### config.mk
export PLATFORM = sky130hd
export DESIGN_NAME = mem_debug_dumper
export DESIGN_NICKNAME = d
export VERILOG_FILES = /design/src/rtl/mem_debug_dumper.sv
export SDC_FILE = /design/constraint.sdc
export NUM_CORES = 1
export LEC_CHECK = 0
export CAP_MARGIN = 20
export CORE_ASPECT_RATIO = 1.1
export CORE_MARGIN = 2
export CORE_UTILIZATION = 48
export DETAILED_ROUTE_END_ITERATION = 6
export GPL_TIMING_DRIVEN = 0
export HOLD_SLACK_MARGIN = 0.12
export PLACE_DENSITY = 0.8
export SYNTH_ARGS = -nofsm -noshare
export SYNTH_HDL_FRONTEND = slang
export SYNTH_SLANG_ARGS = --single-unit
### constraint.sdc
create_clock -name i_clk -period 2 [get_ports i_clk]
set_clock_uncertainty 0.2 [all_clocks]
set_input_delay 0.2 -clock i_clk [delete_from_list [all_inputs] [get_ports i_clk]]
set_output_delay 0.2 -clock i_clk [all_outputs]
set_load 0.05 [all_outputs]
### src/rtl/mem_debug_dumper.sv
// Walks every word of the data memory through its debug read port and streams
// each word out as NB_DATA/NB_BYTE bytes, LSB first, on a valid/ready byte link.
module mem_debug_dumper #(
    parameter int NB_DEPTH = 8,
    parameter int NB_DATA  = 32,
    parameter int NB_BYTE  = 8
) (
    input  logic                  i_clk,
    input  logic                  i_rst,
    input  logic                  i_start,
    input  logic [NB_DATA-1:0]    i_data_debug,
    input  logic                  i_tx_ready,
    output logic [NB_DEPTH-3:0]   o_addr_debug,
    output logic                  o_debug_enb,
    output logic [NB_BYTE-1:0]    o_tx_data,
    output logic                  o_tx_valid,
    output logic                  o_busy,
    output logic                  o_done
);

    localparam int NB_ADDR  = NB_DEPTH - 2;
    localparam int N_BYTES  = NB_DATA / NB_BYTE;
    localparam int NB_CNT   = $clog2(N_BYTES);

    generate
        if (NB_DATA != 4 * NB_BYTE) begin : g_bad_width
            $error("NB_DATA must equal 4*NB_BYTE");
        end
    endgenerate

    typedef enum logic [2:0] {
        ST_IDLE,
        ST_ADDR,
        ST_WAIT,
        ST_SEND,
        ST_DONE
    } state_t;

    state_t              state, state_next;
    logic [NB_ADDR-1:0]  addr, addr_next;
    logic [NB_DATA-1:0]  shreg, shreg_next;
    logic [NB_CNT-1:0]   cnt, cnt_next;
    logic                xfer;
    logic                last_byte;

    // Handshake only looks at registered state, so valid never follows ready.
    assign xfer      = (state == ST_SEND) && i_tx_ready;
    assign last_byte = (cnt == NB_CNT'(N_BYTES - 1));

    always_comb begin
        state_next = state;
        addr_next  = addr;
        shreg_next = shreg;
        cnt_next   = cnt;
        case (state)
            ST_IDLE: begin
                if (i_start) begin
                    addr_next  = '0;
                    state_next = ST_ADDR;
                end
            end
            ST_ADDR: state_next = ST_WAIT;
            ST_WAIT: begin
                shreg_next = i_data_debug;
                cnt_next   = '0;
                state_next = ST_SEND;
            end
            ST_SEND: begin
                if (xfer) begin
                    shreg_next = shreg >> NB_BYTE;
                    cnt_next   = cnt + NB_CNT'(1);
                    if (last_byte) begin
                        if (&addr) begin
                            state_next = ST_DONE;
                        end else begin
                            addr_next  = addr + NB_ADDR'(1);
                            state_next = ST_ADDR;
                        end
                    end
                end
            end
            ST_DONE: state_next = ST_IDLE;
            default: state_next = ST_IDLE;
        endcase
    end

    always_ff @(posedge i_clk) begin
        if (i_rst) begin
            state <= ST_IDLE;
            addr  <= '0;
            shreg <= '0;
            cnt   <= '0;
        end else begin
            state <= state_next;
            addr  <= addr_next;
            shreg <= shreg_next;
            cnt   <= cnt_next;
        end
    end

    assign o_addr_debug = addr;
    assign o_debug_enb  = (state == ST_IDLE) || (state == ST_DONE);
    assign o_tx_valid   = (state == ST_SEND);
    assign o_tx_data    = shreg[NB_BYTE-1:0];
    assign o_busy       = (state != ST_IDLE);
    assign o_done       = (state == ST_DONE);

endmodule

Word level (Yosys, flattened, before mapping):

Index checks and enable logic that the tools add are counted.

* $add $sub $neg: 2
* eq/ne operators: 9
* multiplexer cells: 14
* reduce and logical (&&, ||, !) cells: 10

Operator list (count)
* $pmux W32 S2: 1
* $mux W32: 1
* $mux W6: 4
* $mux W3: 4
* $pmux W3 S4: 1
* $pmux W6 S2: 1
* $add A6 B1 Y6 const B: 1
* $eq A3 B2 Y1 const B: 2
* $reduce_and A6 Y1: 1
* $reduce_and A5 Y1: 1
* $ne A2 B1 Y1 const B: 2
* $ne A2 B2 Y1 const B: 2
* $pmux W2 S2: 1
* $reduce_bool A2 Y1: 2
* $eq A3 B1 Y1 const B: 1
* $eq A3 B3 Y1 const B: 1
* $logic_not A3 Y1: 1
* $reduce_and A3 Y1: 1
* $reduce_bool A3 Y1: 1
* $add A2 B1 Y2 const B: 1
* $eq A2 B2 Y1 const B: 1
* $mux W2: 1
* $reduce_and A2 Y1: 1
* $logic_and A1 B1 Y1: 1
* $logic_or A1 B1 Y1: 1

* bits in registers: 43
* input bits: 36
* output and inout bits: 18
* word-level logic and storage cells: 39

Depth between registers and ports, before layout:

Gate-level depths: netlist (run 1).

* depth after elaboration: 5
* mapped depth: 8
* gate-level depth less buffers: 6

Worst setup path after synthesis (run 1):

Ideal clock, no wire load.

* path kind: flip-flop to output port
* start: reg state[0]
* end: out o_done
* arrival time: 1716 ps
* required time: 1600 ps
* slack: -116 ps
* cell stages (with the launch flop): 4
* path buffers: 1
* cell sequence: dfxtp_1 buf_2 nor2_1 and2_1

* cells in the longest elaborated chain, start to end: 1

Ends and longest elaborated chain
* from (decl): line 39 `state_t state, state_next;`
* from (signal assigned): line 94 `state <= state_next;`
* $eq A3 B3 Y1: line 106 `assign o_done = (state == ST_DONE);`
* to (decl): line 18 `output logic o_done`

No other way between the ends.

Worst setup path after layout (run 1):

* start: reg state[2]
* end: out o_tx_valid

* cells in the longest elaborated chain, start to end: 1

Ends and longest elaborated chain
* $eq A3 B2 Y1: line 103 `assign o_tx_valid = (state == ST_SEND);`
* to (decl): line 16 `output logic o_tx_valid,`

No other way between the ends.

==> qor.yml, run 1 <==
status: "completed"
route.vias.total: 1906
cts_num_sinks: 43
synthTopCellsByArea: "dfxtp_1, a311oi_1, nand2_1"
cts_tree: "built"
drt-total-wl_um: 4620
synth_xor_area_frac: 0
grt_antenna_before_repair: 0
tns_ps: 0
yosysTopAreaCell: "dfxtp_1"
seqPwrFrac: 0.439
drcViolationCount: 0
area_growth_syn_to_layout_pct: 37.9
ys.flop_type: "dfxtp_1"
synthAdderAreaFrac: 0.0126
final_nets: 342
swShare: 0.258
ys_types: 40
fin_util: 0.689
slew_violations: 0
grt-ovfl-total: 0
synthCells: 244
synth_simple_gate_area_share: 0.255
grt_pass1_vias: 1776
synth_top_family_by_area: "simple AND/OR/NAND/NOR gates"
critPathMaxStageDelay_ps: 360
synth.top_cell.area_share: 0.435
dpl_cell_area_um2: 2570
die_x_um: 65.2
dp_hpwl_um: 3430
fillers: 363
grt_setup_unrepaired: "true"
crit_arrival_ps: 1550
synth_compound_area_frac: 0.214
cts_buffers: 5
insertion_delay_ps: 300
gp_congestion: 0.784
viasPerCell: 5.34
switchingPower_uw: 554
yosysMostFrequentCell: "nand2_1"
min_period_ps: 1950
p_clk_frac: 0.372
p_per_area_nw_per_um2: 788
cts_htree_levels: 2
async_flop_share: 0
path_clk_slew_ps: 80
final_hold_viol_count: 0
rows: 24
grt_start_max_net_pins: 14
dieArea_um2: 4660
critical_path.most_common_cell: "buf_6"
max_freq_ghz: 0.512
setup_viol: 0
first_iter_violations: 95
min_period_over_period: 0.977
avgSynthCellArea_um2: 8.12
path_cells: "nand2b_4 > or2_1 > buf_6 > clkinv_4 > buf_6 > buf_8"
io_buffer_count: 52
slowest_stage: "dfxtp_2"
cap_violations: 0
hold_class: "in -> reg"
grt_usage: 0.212
drtPass1Iterations: 4
power.total_uw: 2150
clockBufferDepth: 2
crit_path_max_fanout: 10
drtAntennaViolNets: 0
initial_core_util: 0.500
synthMuxAreaShare: 0
synth_edf_count: 0
synth_common_cells: "nand2_1, dfxtp_1, nor2_1"
grt_pass1_wl_um: 7900
startpoint_type: "flop"
ys_ff_latch: 43
p_leak_uw: 0.00107
peakVddDrop_uv: 428
diodes: 0
cp-end-kind: "primary output"
drive_gt1_frac: 0.121
worstPathRequired_ps: 1600
ioPinCount: 54
core-area_um2: 3960
synth_nets: 282
root_buffer: "clkbuf_8"
die_h_um: 71.4
yosys_warnings: 0
combPwrFrac: 0.189
p_int_uw: 1600
worst_pin_slew_ps: 504
mappedNetlistArea_um2: 1980
relSlewSlack: 0.663
yosysSeqAreaShare: 0.435
crit_type: "reg -> out"
post_drt_wl_per_cell_um: 12.9
final_cell_area_um2: 2730
==> repair_timing <==
action                                 in CTS  in global routing
hold buffers                                0                  0
buffers inserted                            0                  1
pin swaps                                   0                  1
setup endpoints to repair                  25                 11
gates resized for setup                    18                 10
endpoints found under the hold margin       0                  0
==> sequential cells by signal, indices dropped and copies added (netlist names) <==
| name | flops |
|---|---|
| state | 3 |
| cnt | 2 |
| shreg | 32 |
| o_addr_debug | 6 |
==> placed cells by master (no fill, tap or decap), types with 4 or more instances in the layout <==
cell type        Yosys  routed
o21ai_0              5       5
a22oi_1             11      11
nand2_1             52      52
clkdlybuf4s50_1      0      46
nor2_1              36      35
clkbuf_2             0       6
buf_4                8       9
dfxtp_2              0       4
dfxtp_1             43      39
a311oi_1            24      24
inv_1                5       5
clkbuf_1            12       7
clkbuf_8             0       5
==> cell type report <==
| cell class | count | area [um^2] | share of cell area |
|---|---|---|---|
| clock inverter | 2 | 60.1 | 0.0220 |
| inverter | 6 | 27.5 | 0.0101 |
| tap | 52 | 65.1 | 0.0238 |
| timing repair buffer | 53 | 531 | 0.194 |
| buffer | 26 | 155 | 0.0568 |
| clock buffer | 6 | 72.6 | 0.0266 |
| sequential | 43 | 866 | 0.317 |
| multi-input combinational | 169 | 955 | 0.350 |
==> power by group through the flow <==
stage	Clock (uW)	Combinational [uW]	Sequential (uW)
2_1_floorplan	0	263	956
6_report	799	407	944
5_1_grt	844	447	952
3_3_place_gp	0	402	961
3_5_place_dp	0	408	964
4_1_cts	812	409	944
==> metal layers <==
metal	GRT usage	vias up	routed length (um)
li1	-	977	-
met1	0.274	868	1990
met2	0.351	56	2260
met3	0.0471	5	313
met4	0.0741	0	62
met5	0	-	0
==> through the flow <==
stage | hold slack, ps | std cells | setup WS (ps)
final | 233 | 357 | 45.4
after global routing | 277 | 357 | -24.5
after CTS | 225 | 356 | 14.5
after detailed placement | 267 | 348 | -482
after global placement | 261 | 348 | -468
after floorplan | 148 | 244 | 107
==> cell families after synthesis <==
logic type               after synthesis
flip-flops                            43
buffers and inverters                 32
AND/OR/NAND/NOR                      114
adder cells (fa/ha/maj)                2
AO/OA/AOI/OAI                         53
==> final timing paths <==
check                               from                            to  slack (ps)  cells after the start
hold reg to reg   shreg[17]$_SDFFE_PP0P_         shreg[9]$_SDFFE_PP0P_         270                      2
setup reg to reg   state[2]$_SDFFE_PP0P_  o_addr_debug[5]$_SDFFE_PP0P_          80                      8
hold / removal                     i_rst  o_addr_debug[2]$_SDFFE_PP0P_         230                      3
setup / recovery   state[2]$_SDFFE_PP0P_                    o_tx_valid          50                      6
==> critical path: cells and delay by family, from the launching register on <==
family | cells | cell delay [ps]
flops | 1 | 360
simple gates | 2 | 390
buf+inv | 4 | 490
Power figures use the tool's default switching activity.
==> run 2: changes to the inputs <==
--- a/config.mk
+++ b/config.mk
@@ -10,7 +10,6 @@
 export CORE_MARGIN = 2
 export CORE_UTILIZATION = 48
 export DETAILED_ROUTE_END_ITERATION = 6
-export GPL_TIMING_DRIVEN = 0
 export HOLD_SLACK_MARGIN = 0.12
 export PLACE_DENSITY = 0.8
 export SYNTH_ARGS = -nofsm -noshare
==> qor.yml, run 2 (synthesis results as in run 1) <==
cts_setup_buffers: 0
r2r-end: "o_addr_debug[1]$_SDFFE_PP0P_"
area_growth_syn_to_layout_pct: 34.7
core-area_um2: 3960
dieArea_um2: 4660
rows: 24
fillers: 334
cts_buffers: 5
diodes: 0
insertion_delay_ps: 290
rrSetupSlack_ps: 120
largest_reg_flops: 32
drcViolationCount: 0
root_buffer: "clkbuf_8"
p_per_area_nw_per_um2: 794
drtAntennaViolNets: 0
rr_startpoint: "state[2]$_SDFFE_PP0P_"
tns_ps: 0
dp_hpwl_um: 2900
slowest_stage: "clkdlybuf4s50_1"
grt_pass1_wl_um: 7390
path_cells: "clkdlybuf4s50_1"
crit_type: "reg -> out"
final_nets: 325
layout.cells.non_filler: 340
hold_class: "in -> reg"
p_leak_uw: 0.000997
route.vias.total: 1843
grt_usage: 0.197
min_period_ps: 1940
initial_core_util: 0.500
top_register: "shreg"
endpoint: "o_addr_debug[4]"
drt-total-wl_um: 4470
die_h_um: 71.4
worstSetupStartpoint: "o_addr_debug[4]$_SDFFE_PP0P_"
slew_violations: 0
reg2regPathDepth: 6
grt_start_max_net_pins: 49
clockBufferDepth: 2
dp.cells: 332
grt_pass1_vias: 1676
critPathMaxStageDelay_ps: 840
cts_tree: "built"
drtPass1Iterations: 4
path_clk_slew_ps: 80
grt_antenna_before_repair: 0
crit_buf_inv: 1
post_drt_wl_per_cell_um: 13.1
relSlewSlack: 0.661
worst_pin_slew_ps: 506
cap_violations: 0
cp.depth: 1
max_freq_ghz: 0.516
status: "completed"
final_hold_viol_count: 0
grt_setup_unrepaired: "false"
min_period_over_period: 0.969
worstPathRequired_ps: 1600
ioPinCount: 54
peakVddDrop_uv: 542
critPathTopFamily: "buffers and inverters"
final_common_cell: "nand2_1"
drive_gt1_frac: 0.101
die_x_um: 65.2
setup_viol: 0
first_iter_violations: 105
power.total_uw: 2120
viasPerCell: 5.42
crit_path_max_fanout: 5
io_buffer_count: 53
final_cell_mix: "nand2_1, clkdlybuf4s50_1, dfxtp_1, nor2_1, a311oi_1"
startpoint_type: "flop"
cp-end-kind: "primary output"
grt-ovfl-total: 0
cts_htree_levels: 2
gp_congestion: 0.789
crit_arrival_ps: 1540
cts_num_sinks: 43
-- run 2: changes by cell type in the layout (fill, tap and decap cells not counted), sizes merged --
cell           before  now
clkinv              1    2
buf                16   12
dlygate4sd2         2    0
clkbuf             19    6
clkdlybuf4s50      46   48
dlymetal6s2s        2    1
-- run 2: how the worst min path moves through the flow --
stage / from / endpoint / slack, ps / depth (start not counted)
2_1_floorplan: i_data_debug[24] / shreg[24]$_SDFFE_PP0P_ / 150 / 2
3_3_place_gp: shreg[8]$_SDFFE_PP0P_ / shreg[0]$_SDFFE_PP0P_ / 260 / 2
3_5_place_dp: shreg[8]$_SDFFE_PP0P_ / shreg[0]$_SDFFE_PP0P_ / 270 / 2
4_1_cts: i_data_debug[14] / shreg[14]$_SDFFE_PP0P_ / 270 / 3
5_1_grt: i_data_debug[7] / shreg[7]$_SDFFE_PP0P_ / 280 / 3
6_report: i_data_debug[23] / shreg[23]$_SDFFE_PP0P_ / 280 / 3
-- run 2: routing by layer --
metal	GRT usage	share of wire	up-vias
met5	0	0	-
met4	0.0625	0.012	0
li1	-	-	939
met1	0.261	0.46	846
met3	0.0298	0.047	4
met2	0.331	0.48	54
-- run 2: layout make-up --
class	instances	area, um^2	area share
timing repair buffer	61	608	0.228
inverter	6	27.5	0.0103
timing repair inverter	1	5.00	0.00188
tap	52	65.1	0.0244
sequential	43	865	0.324
multi-input combinational	169	966	0.362
clock buffer	6	72.6	0.0272
clock inverter	2	60.1	0.0225
-- run 2: worst register-to-register path: stages (launching register included) --
cell and delay (ps):
dfxtp_1 330, nand2b_4 180, or2_1 300, clkinv_4 170, o211ai_4 90, or4_1 410, a21oi_1 140
-- run 2: timing repair --
| item | 4_1_cts | 5_1_grt |
|---|---|---|
| gates cloned | 0 | 1 |
| setup endpoints to repair | 1 | 3 |
| hold buffers | 0 | 0 |
| resized for setup | 0 | 2 |
-- run 2: per-stage QoR --
stage | area, um^2 | setup WS [ps] | hold slack (ps) | utilization
after floorplan | 1990 | 107 | 148 | -
after global placement | 2530 | 78.8 | 263 | 0.640
after detailed placement | 2530 | 43.9 | 271 | 0.640
after CTS | 2660 | 45.5 | 274 | 0.671
after global routing | 2670 | 11.1 | 282 | 0.673
final | 2670 | 62.3 | 277 | 0.673
-- run 2: where the power goes --
part	internal [uW]	switching (uW)	leakage [uW]
clock network	499	288	0.0000654
logic	172	217	0.000579
registers	913	30.0	0.000353
